<file path="src/rtl/cv32e41s_rvfi_mem_tracker_pkg.sv">
// Types shared by the RVFI data-side memory tracker: OBI request payload, block reasons, trace record.
// Pure type/constant package; no logic, no latency, no flow control.
// Record seq field is fixed at 16 bits; narrower tags are zero-extended, wider ones truncated.
package cv32e41s_rvfi_mem_tracker_pkg;

    typedef struct packed {
        logic [31:0] addr;
        logic        we;
        logic [3:0]  be;
        logic [31:0] wdata;
        logic [2:0]  prot;
    } obi_data_req_t;

    typedef enum logic [1:0] {
        MEM_ERR_IO_ALIGN = 2'd0,
        MEM_ERR_ATOMIC   = 2'd1,
        MEM_ERR_PMP      = 2'd2
    } mem_err_t;

    typedef struct packed {
        obi_data_req_t req;
        logic [31:0]   rdata;
        logic          bus_err;
        logic          blocked;
        mem_err_t      err_type;
        logic [15:0]   seq;
    } rvfi_mem_rec_t;

endpackage

</file>
<file path="src/rtl/cv32e41s_rvfi_mem_tracker_scan.sv">
// Finds the oldest live, incomplete queue entry by priority scan starting at rd_ptr.
// Purely combinational, zero latency.
// No flow control; found=0 when every live entry is already complete.
module cv32e41s_rvfi_mem_tracker_scan #(
    parameter int DEPTH = 4,
    localparam int PW = $clog2(DEPTH),
    localparam int CW = $clog2(DEPTH + 1)
) (
    input  logic [DEPTH-1:0] complete,
    input  logic [PW-1:0]    rd_ptr,
    input  logic [CW-1:0]    count,
    output logic             found,
    output logic [PW-1:0]    idx
);

    // Walk from youngest to oldest so the last hit (closest to rd_ptr) wins.
    always_comb begin
        found = 1'b0;
        idx   = '0;
        for (int i = DEPTH - 1; i >= 0; i--) begin
            if ((CW'(i) < count) && !complete[rd_ptr + PW'(i)]) begin
                found = 1'b1;
                idx   = rd_ptr + PW'(i);
            end
        end
    end

endmodule

</file>
<file path="src/rtl/cv32e41s_rvfi_mem_tracker.sv">
// In-order tracker pairing data-side OBI requests with responses/block outcomes into RVFI memory records.
// Latency: a record is presented the cycle after its completing push or response; outputs depend on state only.
// Backpressure: head is held while out_ready_i=0; pushes while full are dropped and flagged (overflow_o).
// Optional response timeout enabled by defining CV32E41S_RVFI_MEM_TRACKER_TIMEOUT_EN.
module cv32e41s_rvfi_mem_tracker
    import cv32e41s_rvfi_mem_tracker_pkg::*;
#(
    parameter int DEPTH          = 4,
    parameter int SEQ_W          = 16,
    parameter int TIMEOUT_CYCLES = 1024
) (
    input  logic                       clk,
    input  logic                       rst,
    input  logic                       req_valid_i,
    input  obi_data_req_t              req_payload_i,
    input  logic                       req_blocked_i,
    input  mem_err_t                   req_err_type_i,
    input  logic                       rsp_valid_i,
    input  logic [31:0]                rsp_rdata_i,
    input  logic                       rsp_err_i,
    output logic                       out_valid_o,
    input  logic                       out_ready_i,
    output rvfi_mem_rec_t              out_record_o,
    output logic                       full_o,
    output logic                       empty_o,
    output logic [$clog2(DEPTH+1)-1:0] outstanding_o,
    output logic                       overflow_o,
    output logic                       underflow_o,
    output logic                       timeout_o
);

    localparam int PW = $clog2(DEPTH);
    localparam int CW = $clog2(DEPTH + 1);

    logic [PW-1:0]    wr_ptr, rd_ptr;
    logic [CW-1:0]    count, outstanding;
    logic [SEQ_W-1:0] seq_cnt;
    logic [DEPTH-1:0] cplt;
    logic             overflow_q, underflow_q;

    obi_data_req_t    req_mem   [DEPTH];
    logic [SEQ_W-1:0] seq_mem   [DEPTH];
    mem_err_t         err_mem   [DEPTH];
    logic [31:0]      rdata_mem [DEPTH];
    logic [DEPTH-1:0] blk_mem, berr_mem;

    logic          full, empty, push, push_bus, pop, rsp_ok, tgt_found;
    logic [PW-1:0] tgt_idx;

    cv32e41s_rvfi_mem_tracker_scan #(.DEPTH(DEPTH)) u_scan (
        .complete (cplt),
        .rd_ptr   (rd_ptr),
        .count    (count),
        .found    (tgt_found),
        .idx      (tgt_idx)
    );

    assign full     = (count == CW'(DEPTH));
    assign empty    = (count == '0);
    assign push     = req_valid_i & ~full;
    assign push_bus = push & ~req_blocked_i;
    // An entry pushed this cycle is outside count, so it can never be the response target.
    assign rsp_ok   = rsp_valid_i & tgt_found & (outstanding != '0);
    assign pop      = out_valid_o & out_ready_i;

    always_ff @(posedge clk or posedge rst) begin
        if (rst) begin
            wr_ptr      <= '0;
            rd_ptr      <= '0;
            count       <= '0;
            outstanding <= '0;
            seq_cnt     <= '0;
            cplt        <= '0;
            overflow_q  <= 1'b0;
            underflow_q <= 1'b0;
        end else begin
            wr_ptr      <= wr_ptr + PW'(push);
            rd_ptr      <= rd_ptr + PW'(pop);
            count       <= count + CW'(push) - CW'(pop);
            outstanding <= outstanding + CW'(push_bus) - CW'(rsp_ok);
            seq_cnt     <= seq_cnt + SEQ_W'(push);
            if (push)
                cplt[wr_ptr] <= req_blocked_i;
            if (rsp_ok)
                cplt[tgt_idx] <= 1'b1;
            if (req_valid_i && full)
                overflow_q <= 1'b1;
            if (rsp_valid_i && !rsp_ok)
                underflow_q <= 1'b1;
        end
    end

    // Payload storage needs no reset: it is only observed through complete, live entries.
    always_ff @(posedge clk) begin
        if (push) begin
            req_mem[wr_ptr]   <= req_payload_i;
            seq_mem[wr_ptr]   <= seq_cnt;
            blk_mem[wr_ptr]   <= req_blocked_i;
            err_mem[wr_ptr]   <= req_blocked_i ? req_err_type_i : MEM_ERR_IO_ALIGN;
            rdata_mem[wr_ptr] <= '0;
            berr_mem[wr_ptr]  <= 1'b0;
        end
        if (rsp_ok) begin
            rdata_mem[tgt_idx] <= rsp_rdata_i;
            berr_mem[tgt_idx]  <= rsp_err_i;
        end
    end

    assign out_valid_o = ~empty & cplt[rd_ptr];

    always_comb begin
        out_record_o = '0;
        if (out_valid_o) begin
            out_record_o.req      = req_mem[rd_ptr];
            out_record_o.rdata    = rdata_mem[rd_ptr];
            out_record_o.bus_err  = berr_mem[rd_ptr];
            out_record_o.blocked  = blk_mem[rd_ptr];
            out_record_o.err_type = err_mem[rd_ptr];
            out_record_o.seq      = 16'(seq_mem[rd_ptr]);
        end
    end

    assign full_o        = full;
    assign empty_o       = empty;
    assign outstanding_o = outstanding;
    assign overflow_o    = overflow_q;
    assign underflow_o   = underflow_q;

`ifdef CV32E41S_RVFI_MEM_TRACKER_TIMEOUT_EN
    localparam int TW = $clog2(TIMEOUT_CYCLES + 1);

    logic [TW-1:0] tmo_cnt, tmo_nxt;
    logic          timeout_q;

    // Counter saturates at the limit so the flag condition stays stable while stalled.
    always_comb begin
        tmo_nxt = tmo_cnt;
        if (rsp_valid_i || (outstanding == '0))
            tmo_nxt = '0;
        else if (tmo_cnt != TW'(TIMEOUT_CYCLES))
            tmo_nxt = tmo_cnt + TW'(1);
    end

    always_ff @(posedge clk or posedge rst) begin
        if (rst) begin
            tmo_cnt   <= '0;
            timeout_q <= 1'b0;
        end else begin
            tmo_cnt <= tmo_nxt;
            if (tmo_nxt == TW'(TIMEOUT_CYCLES))
                timeout_q <= 1'b1;
        end
    end

    assign timeout_o = timeout_q;
`else
    assign timeout_o = 1'b0;
`endif

endmodule

</file>
<file path="config.mk">
export PLATFORM = sky130hd
export DESIGN_NAME = cv32e41s_rvfi_mem_tracker
export DESIGN_NICKNAME = d
export VERILOG_FILES = /design/src/rtl/cv32e41s_rvfi_mem_tracker_pkg.sv /design/src/rtl/cv32e41s_rvfi_mem_tracker_scan.sv /design/src/rtl/cv32e41s_rvfi_mem_tracker.sv
export SDC_FILE = /design/constraint.sdc
export NUM_CORES = 1
export LEC_CHECK = 0
export CAP_MARGIN = 10
export CORE_ASPECT_RATIO = 0.5
export CORE_MARGIN = 8
export CORE_UTILIZATION = 58
export CTS_BUF_LIST = sky130_fd_sc_hd__clkbuf_8
export DETAILED_ROUTE_END_ITERATION = 7
export HOLD_SLACK_MARGIN = 0.05
export PLACE_DENSITY = 0.78
export SYNTH_ARGS = -nofsm -noshare
export SYNTH_HDL_FRONTEND = slang
export SYNTH_HIERARCHICAL = 1
export SYNTH_SLANG_ARGS = --single-unit
</file>
<file path="constraint.sdc">
create_clock -name clk -period 10.2 [get_ports clk]
set_input_delay 1.02 -clock clk [delete_from_list [all_inputs] [get_ports clk]]
set_output_delay 1.02 -clock clk [all_outputs]
set_load 0.02 [all_outputs]
</file>
Word level (Yosys, flattened, before mapping)
Memories as Yosys holds them, arrays and structs flattened.
Index checks and enable logic that the tools add are counted.
- bits in registers: 40
- bits in writable memories: 488
- bits of input ports: 113
- output and inout port bits: 133
- word-level logic and storage cells: 101
- memories: 4
- memories (name ; words ; bits a word ; read ports ; clocked after Yosys merged registers in ; write ports ; line ; RTL):
    req_mem ; 4 ; 72 ; 1 ; 0 ; 1 ; cv32e41s_rvfi_mem_tracker.sv:41 ; obi_data_req_t req_mem [DEPTH];
    rdata_mem ; 4 ; 32 ; 1 ; 0 ; 2 ; cv32e41s_rvfi_mem_tracker.sv:44 ; logic [31:0] rdata_mem [DEPTH];
    seq_mem ; 4 ; 16 ; 1 ; 0 ; 1 ; cv32e41s_rvfi_mem_tracker.sv:42 ; logic [SEQ_W-1:0] seq_mem [DEPTH];
    err_mem ; 4 ; 2 ; 1 ; 0 ; 1 ; cv32e41s_rvfi_mem_tracker.sv:43 ; mem_err_t err_mem [DEPTH];
- $add $sub $neg: 10
- order comparisons: 12
- equal/unequal tests: 1
- muxes and demuxes: 37
- bitwise gates (word level): 12
- reductions and logical operators: 15
- operators with widths (cell ; count):
    124-bit two-way mux ; 1
    2-bit by 3-bit < comparator with 1-bit output, second input constant ; 6
    16-bit by 1-bit adder with 16-bit output ; 1
    1-bit two-way mux ; 16
    4-bit two-way mux ; 4
    1-bit binary-select mux with 2-bit select ; 6
    4-bit bitwise mux ; 3
    2-bit two-way mux ; 5
    1-bit logical AND ; 8
    3-bit by 1-bit adder with 3-bit output ; 2
    1-bit AND ; 6
    1-bit by 3-bit < comparator with 1-bit output, first input constant ; 2
    2-bit by 3-bit < comparator with 1-bit output, first input constant ; 2
    3-bit by 1-bit subtractor with 3-bit output ; 2
    1-bit logical NOT ; 5
    2-bit by 1-bit adder with 2-bit output ; 2
    2-bit adder, second input constant ; 2
    4-bit AND ; 1
    1-bit demux with 2-bit select ; 2
    2-bit by 1-bit greater-or-equal comparator with 1-bit output, second input constant ; 2
    4-bit NOT ; 1
    4-bit OR ; 1
    3-bit equality test, second input constant ; 1
    3-bit logical NOT ; 1
    other kinds (3) ; 5

Logic depth before layout (Yosys ltp)
Gate-level depths: netlist (run 1).
- depth in word-level cells: 15
- depth in mapped cells: 11
- mapped depth without buffers: 10

Modules after synthesis
The synthesis (run 1) kept the hierarchy.
- by module, submodules not included (module ; instances ; cells each ; area an instance (um2) ; seq. area each (um2)):
    cv32e41s_rvfi_mem_tracker ; 1 ; 1088 ; 21190.3 ; 15655.0
    cv32e41s_rvfi_mem_tracker_scan ; 1 ; 42 ; 325.3 ; 0.0

Least setup slack after synthesis (run 1)
OpenSTA, ideal clock, no wires.
- path kind: input-to-reg
- start point: input req_valid_i
- end point: memory rdata_mem[2][0], enable pin
- setup time: 0.375 ns
- data arrival time: 7.370 ns
- required time: 9.825 ns
- setup slack: 2.454 ns
- cell stages on the path: 2
- path buffers: 0
- cell sequence: nor4bb_2 -> or2_2
- RTL lines (item ; line ; RTL):
    start: declaration ; cv32e41s_rvfi_mem_tracker.sv:14 ; input logic req_valid_i,
    end: declaration ; cv32e41s_rvfi_mem_tracker.sv:44 ;

==> reports/metrics.cfg, run 1 <==
[final_layout]
mostFrequentLayoutCell = edfxtp_1
final_cell_mix = 492 x edfxtp_1, 244 x clkdlybuf4s50_1, 131 x and2_1, 128 x and3_1, 124 x mux4_2
drive_gt1_share_pct = 17.64
fin_cells = 1949
final_nets = 1511
syn_to_final_growth_pct = 19.62

[worst_setup_path]
critPathMaxFanout = 126
timing.rr.end = rdata_mem[2][19]$_SDFFCE_PN0P_
rrSetupSlack_ps = 5330
cp.arrival_ps = 4070
cp-end-kind = output pin
max_stage_delay_ps = 1330
worst-path-buf-inv = 1
critPathTopFamily = multiplexers
crit_slowest_cell = mux4_4
crit_type = register to output pin
path_cells = mux4_4, and3_1, clkdlybuf4s50_1
cp.required_ps = 9180
r2r_cells = 6
timing.rr.start = rd_ptr[1]$_DFF_PP0_
cp-start-kind = register

[cts]
cts_htree_levels = 3
cts_setup_buffers = 0
clk_latency_ps = 620
clock_sinks = 528
hold_buffers = 0
cts_resized = 0
cts_root_buf = clkbuf_8
cts_max_path_buffers = 3
cts_tree = done
clk_pin_slew_ps = 70
cts_buffers = 72

[global_routing]
grt_remaining_overflow = 0
grt_pass1_wl_um = 69820
grt_antenna_before_repair = 4
grtUsageTotal_pct = 20.58
grt_max_degree = 127
grt_pass1_vias = 11820

[route]
num_vias = 11220
drc_errors = 0
drtIter0Drc = 942
drtAntennaViolNets = 0
drt_pass1_iterations = 5
routedWlPerCell_um = 23.41
totalWireLength_um = 45620
drt-vias-per-instance = 5.757

[timing]
setup_slack_ps = 5108
fin_hold_ws_ps = 456.8
slew_headroom_pct = 19.84
period_minus_slack_ps = 5092
max_clock_freq_ghz = 0.1964
finalCritPeriodShare_pct = 49.92
maxSlewViolCount = 0
final_hold_viol_count = 0
rsz0062_at_grt = false
setup_violations = 0
finalClockSkew_ps = 17.82
worst_pin_slew_ps = 1202
fin_tns_setup_ps = 0

[run_status]
status = finished clean

[yosys]
synth_area_mm2 = 0.02152
syn_nets = 1248
synth_cells = 1130
yosysSeqAreaShare_pct = 72.76
synth-edff-count = 492
syn_avg_cell_area_um2 = 19.04
synth_cell_type_count = 57
synthArstFlopShare_pct = 6.061
synth-main-ff-cell = edfxtp_1
ys_seq_elements = 528
ys.warnings.count = 6

[placed_design]
dp_cells = 1813
portBuffers = 244
gp_congestion = 0.7615
place_ws_ps = 5305
hpwl_um = 27130

[pwr]
ir_worst_vdd_v = 0.0002304
power_w = 0.009029
p_leak_nw = 9.117
p_per_area_mw_per_mm2 = 350.8

[floorplan]
ios = 246
dieArea_mm2 = 0.04389
rows = 50
die_h_um = 152.2
fp.coreArea_mm2 = 0.03697
die_x_um = 288.4
start_util_pct = 58.19

[min_path]
min-delay-start = overflow_o$_DFFE_PP0P_
hold_end = overflow_o$_DFFE_PP0P_
whs_path_depth = 1
hold_path_class = register to register

[flow_run]
maxCapViolCount = 0

registers in the layout, indices dropped and copies added, names as in the netlist:
signal         count
rd_ptr             2
outstanding_o      3
req_mem          288
rdata_mem        128
err_mem            8
berr_mem           4
seq_mem           64
seq_cnt           16
wr_ptr             2
overflow_o         1
blk_mem            4
count              3
cplt               4
underflow_o        1
per-stage QoR:
stage	util [%]	cell area [um^2]
global placement	66.00	24400
detailed placement	66.00	24400
floorplan	-	21520
CTS	69.58	25730
global route	69.60	25730
finish	69.61	25740
worst max path at each step:
stage,startpoint,endpoint,slack [ps],cells past startpoint
finish,rd_ptr[0]$_DFF_PP0_,out_record_o[109],5110,3
global route,rd_ptr[0]$_DFF_PP0_,out_record_o[121],4800,3
CTS,rd_ptr[0]$_DFF_PP0_,out_record_o[53],4990,3
global placement,rd_ptr[1]$_DFF_PP0_,rdata_mem[1][30]$_SDFFCE_PN0P_,5370,9
floorplan,req_valid_i,rdata_mem[2][0]$_SDFFCE_PN0P_,2450,2
detailed placement,rd_ptr[1]$_DFF_PP0_,rdata_mem[1][30]$_SDFFCE_PN0P_,5310,9
synthesized netlist by cell type, types with 3 or more instances:
master,n,area [um^2]
a211o_1,3,26.28
a21oi_1,5,25.02
and2_1,131,819.5
and3_1,128,800.8
buf_2,16,80.08
buf_4,5,37.54
buf_6,8,90.09
clkbuf_1,42,157.7
dfrtp_1,32,800.8
dfxtp_1,4,80.08
edfxtp_1,492,14770
ha_1,3,37.54
inv_1,13,48.80
mux4_2,125,2815
nand2_1,14,52.55
nand2b_1,3,18.77
nand3_1,7,35.03
nand4_1,4,25.02
nor2_1,10,37.54
nor2b_1,5,31.28
nor3_1,4,20.02
o21ai_0,8,40.04
or2_2,3,18.77
xnor2_1,17,148.9
xor2_1,7,61.31
cells by family after synthesis:
logic type,count (synthesis),share of synthesized area (%)
DFF,528,72.76
muxes,130,13.37
xor gates and xnor gates,24,0.9770
buffers and inverters,85,1.942
and+or+nand+nor,326,9.415
other,1,0.01743
adders and majority gates,5,0.3606
AOI/OAI and AO/OA,31,1.157
layer usage:
metal  GRT usage, %  routed length (um)
met1          29.08               19660
met3          4.183                2706
met2          32.95               22610
met4          5.276                 626
met5              0                  13
power by group:
group | switching [W] | internal (W) | leakage [nW]
clock network | 0.000767 | 0.000726 | 0.794
logic | 0.00213 | 0.00189 | 3.34
registers | 0.000323 | 0.00319 | 4.99
total | 0.00322 | 0.00581 | 9.12
area by class of cell:
class / count / area (um^2)
sequential: 528 / 15660
fill: 2357 / 11240
multi-input combinational: 517 / 5502
timing repair buffer: 261 / 2570
clock buffer: 80 / 1101
tap: 494 / 618.1
clock inverter: 52 / 225.2
inverter: 13 / 48.80
antenna: 4 / 10.01
No activity file was read; power rests on OpenSTA's default activity.
==> run 2, diff against run 1 <==
Clock period 10.2 ns to 4.96 ns, I/O delays scaled along.
==> reports/metrics.cfg, run 2 (synthesized netlist as in run 1, its figures left out) <==
[placed_design]
dp_cells = 1816
hpwl_um = 27640
portBuffers = 244
place_ws_ps = 1142
gp_congestion = 0.8017

[cts]
cts_resized = 0
cts_buffers = 73
cts_setup_buffers = 0
cts_htree_levels = 3
clock_sinks = 528
cts_tree = done
hold_buffers = 0
clk_latency_ps = 620
cts_max_path_buffers = 3
clk_pin_slew_ps = 70
cts_root_buf = clkbuf_8

[floorplan]
dieArea_mm2 = 0.04389
rows = 50
start_util_pct = 58.19
die_h_um = 152.2
die_x_um = 288.4
ios = 246
fp.coreArea_mm2 = 0.03697

[worst_setup_path]
timing.rr.start = rd_ptr[1]$_DFF_PP0_
critPathMaxFanout = 67
cp-start-kind = register
cp.required_ps = 4460
cp-end-kind = output pin
r2r_cells = 7
timing.rr.end = rdata_mem[2][27]$_SDFFCE_PN0P_
rrSetupSlack_ps = 1110
cp.arrival_ps = 3570
crit_type = register to output pin

[route]
routedWlPerCell_um = 23.45
drt-vias-per-instance = 5.806
drtAntennaViolNets = 0
drc_errors = 0
drt_pass1_iterations = 5
drtIter0Drc = 934
num_vias = 11300
totalWireLength_um = 45660

[final_layout]
final_cell_mix = 492 x edfxtp_1, 244 x clkdlybuf4s50_1, 131 x and2_1, 128 x and3_1, 124 x mux4_2
drive_gt1_share_pct = 18.18
final_nets = 1515
nFillCells = 2299
mostFrequentLayoutCell = edfxtp_1
largest_register_ff_count = 288
top_register = req_mem
syn_to_final_growth_pct = 20.29
fin_cells = 1947
largestRegisters = req_mem x288, rdata_mem x128, seq_mem x64

[global_routing]
grt_pass1_wl_um = 71010
grt_remaining_overflow = 0
grt_pass1_vias = 12050
grt_antenna_before_repair = 4
grtUsageTotal_pct = 20.93
grt_max_degree = 94

[timing]
setup_violations = 0
setup_slack_ps = 898.3
maxSlewViolCount = 0
period_minus_slack_ps = 4062
finalCritPeriodShare_pct = 81.89
final_hold_viol_count = 0
slew_headroom_pct = 33.66
rsz0062_at_grt = false
worst_pin_slew_ps = 995.1
fin_hold_ws_ps = 284.4
max_clock_freq_ghz = 0.2462
finalClockSkew_ps = 28.81

[pwr]
p_per_area_mw_per_mm2 = 726.5
p_leak_nw = 9.160
power_w = 0.01880
ir_worst_vdd_v = 0.0005187

[run_status]
status = finished clean

[flow_run]
maxCapViolCount = 0

[min_path]
hold_path_class = primary input to asynchronous set/reset pin

==> run 2: cell count changes in the layout (fill, tap and decap cells not counted), sizes merged <==
cell      delta
inv          -1
clkinvlp     +1
bufinv       +2
buf          +3
clkbuf       -2
diode        -3
clkinv       -2
==> run 2: how the worst max path moves through the flow <==
stage | start | endpoint | slack [ps] | depth (start not counted)
after floorplan | count[2]$_DFF_PP0_ | rdata_mem[2][0]$_SDFFCE_PN0P_ | -40 | 4
after global placement | rd_ptr[1]$_DFF_PP0_ | rdata_mem[2][25]$_SDFFCE_PN0P_ | 1190 | 6
after global routing | rd_ptr[1]$_DFF_PP0_ | out_record_o[61] | 680 | 4
after detailed placement | rd_ptr[1]$_DFF_PP0_ | rdata_mem[2][25]$_SDFFCE_PN0P_ | 1140 | 6
final | rd_ptr[1]$_DFF_PP0_ | out_record_o[51] | 900 | 4
after CTS | rd_ptr[1]$_DFF_PP0_ | out_record_o[51] | 770 | 4
==> run 2: power by group <==
part / internal [W] / leakage (nW) / total, W / switching, W
clock network: 0.00158 / 0.798 / 0.00318 / 0.00160
logic: 0.00397 / 3.38 / 0.00848 / 0.00450
registers: 0.00656 / 4.99 / 0.00715 / 0.000594
total: 0.0121 / 9.16 / 0.0188 / 0.00669
==> run 2: area by class of cell <==
cell class	instances	area, um^2	area share (%)
sequential	528	15660	60.52
clock inverter	52	299.0	1.155
multi-input combinational	517	5508	21.28
inverter	13	48.80	0.1885
tap	494	618.1	2.388
timing repair buffer	264	2668	10.31
antenna	1	2.502	0.009669
clock buffer	78	1074	4.148
==> run 2: per-layer routing <==
layer / part of all wire, % / vias up / track usage, %
met5: 0.015 / - / 0
met4: 1.6 / 2 / 5.036
met3: 5.9 / 67 / 4.570
met2: 49 / 368 / 32.92
met1: 44 / 5854 / 30.06
li1: - / 5013 / -
==> run 2: metrics by stage <==
stage | instance area (um^2) | setup TNS [ps] | utilization [%]
after floorplan | 21550 | -1275 | -
after global placement | 24510 | 0 | 66.28
after detailed placement | 24510 | 0 | 66.28
after CTS | 25880 | 0 | 69.99
after global routing | 25880 | 0 | 69.99
final | 25880 | 0 | 70.00
==> run 2: worst max-delay path, stage by stage (launching register included) <==
cell and delay (ps):
dfrtp_4 1030, mux4_4 670, buf_4 370, and3_1 230, clkdlybuf4s50_1 630
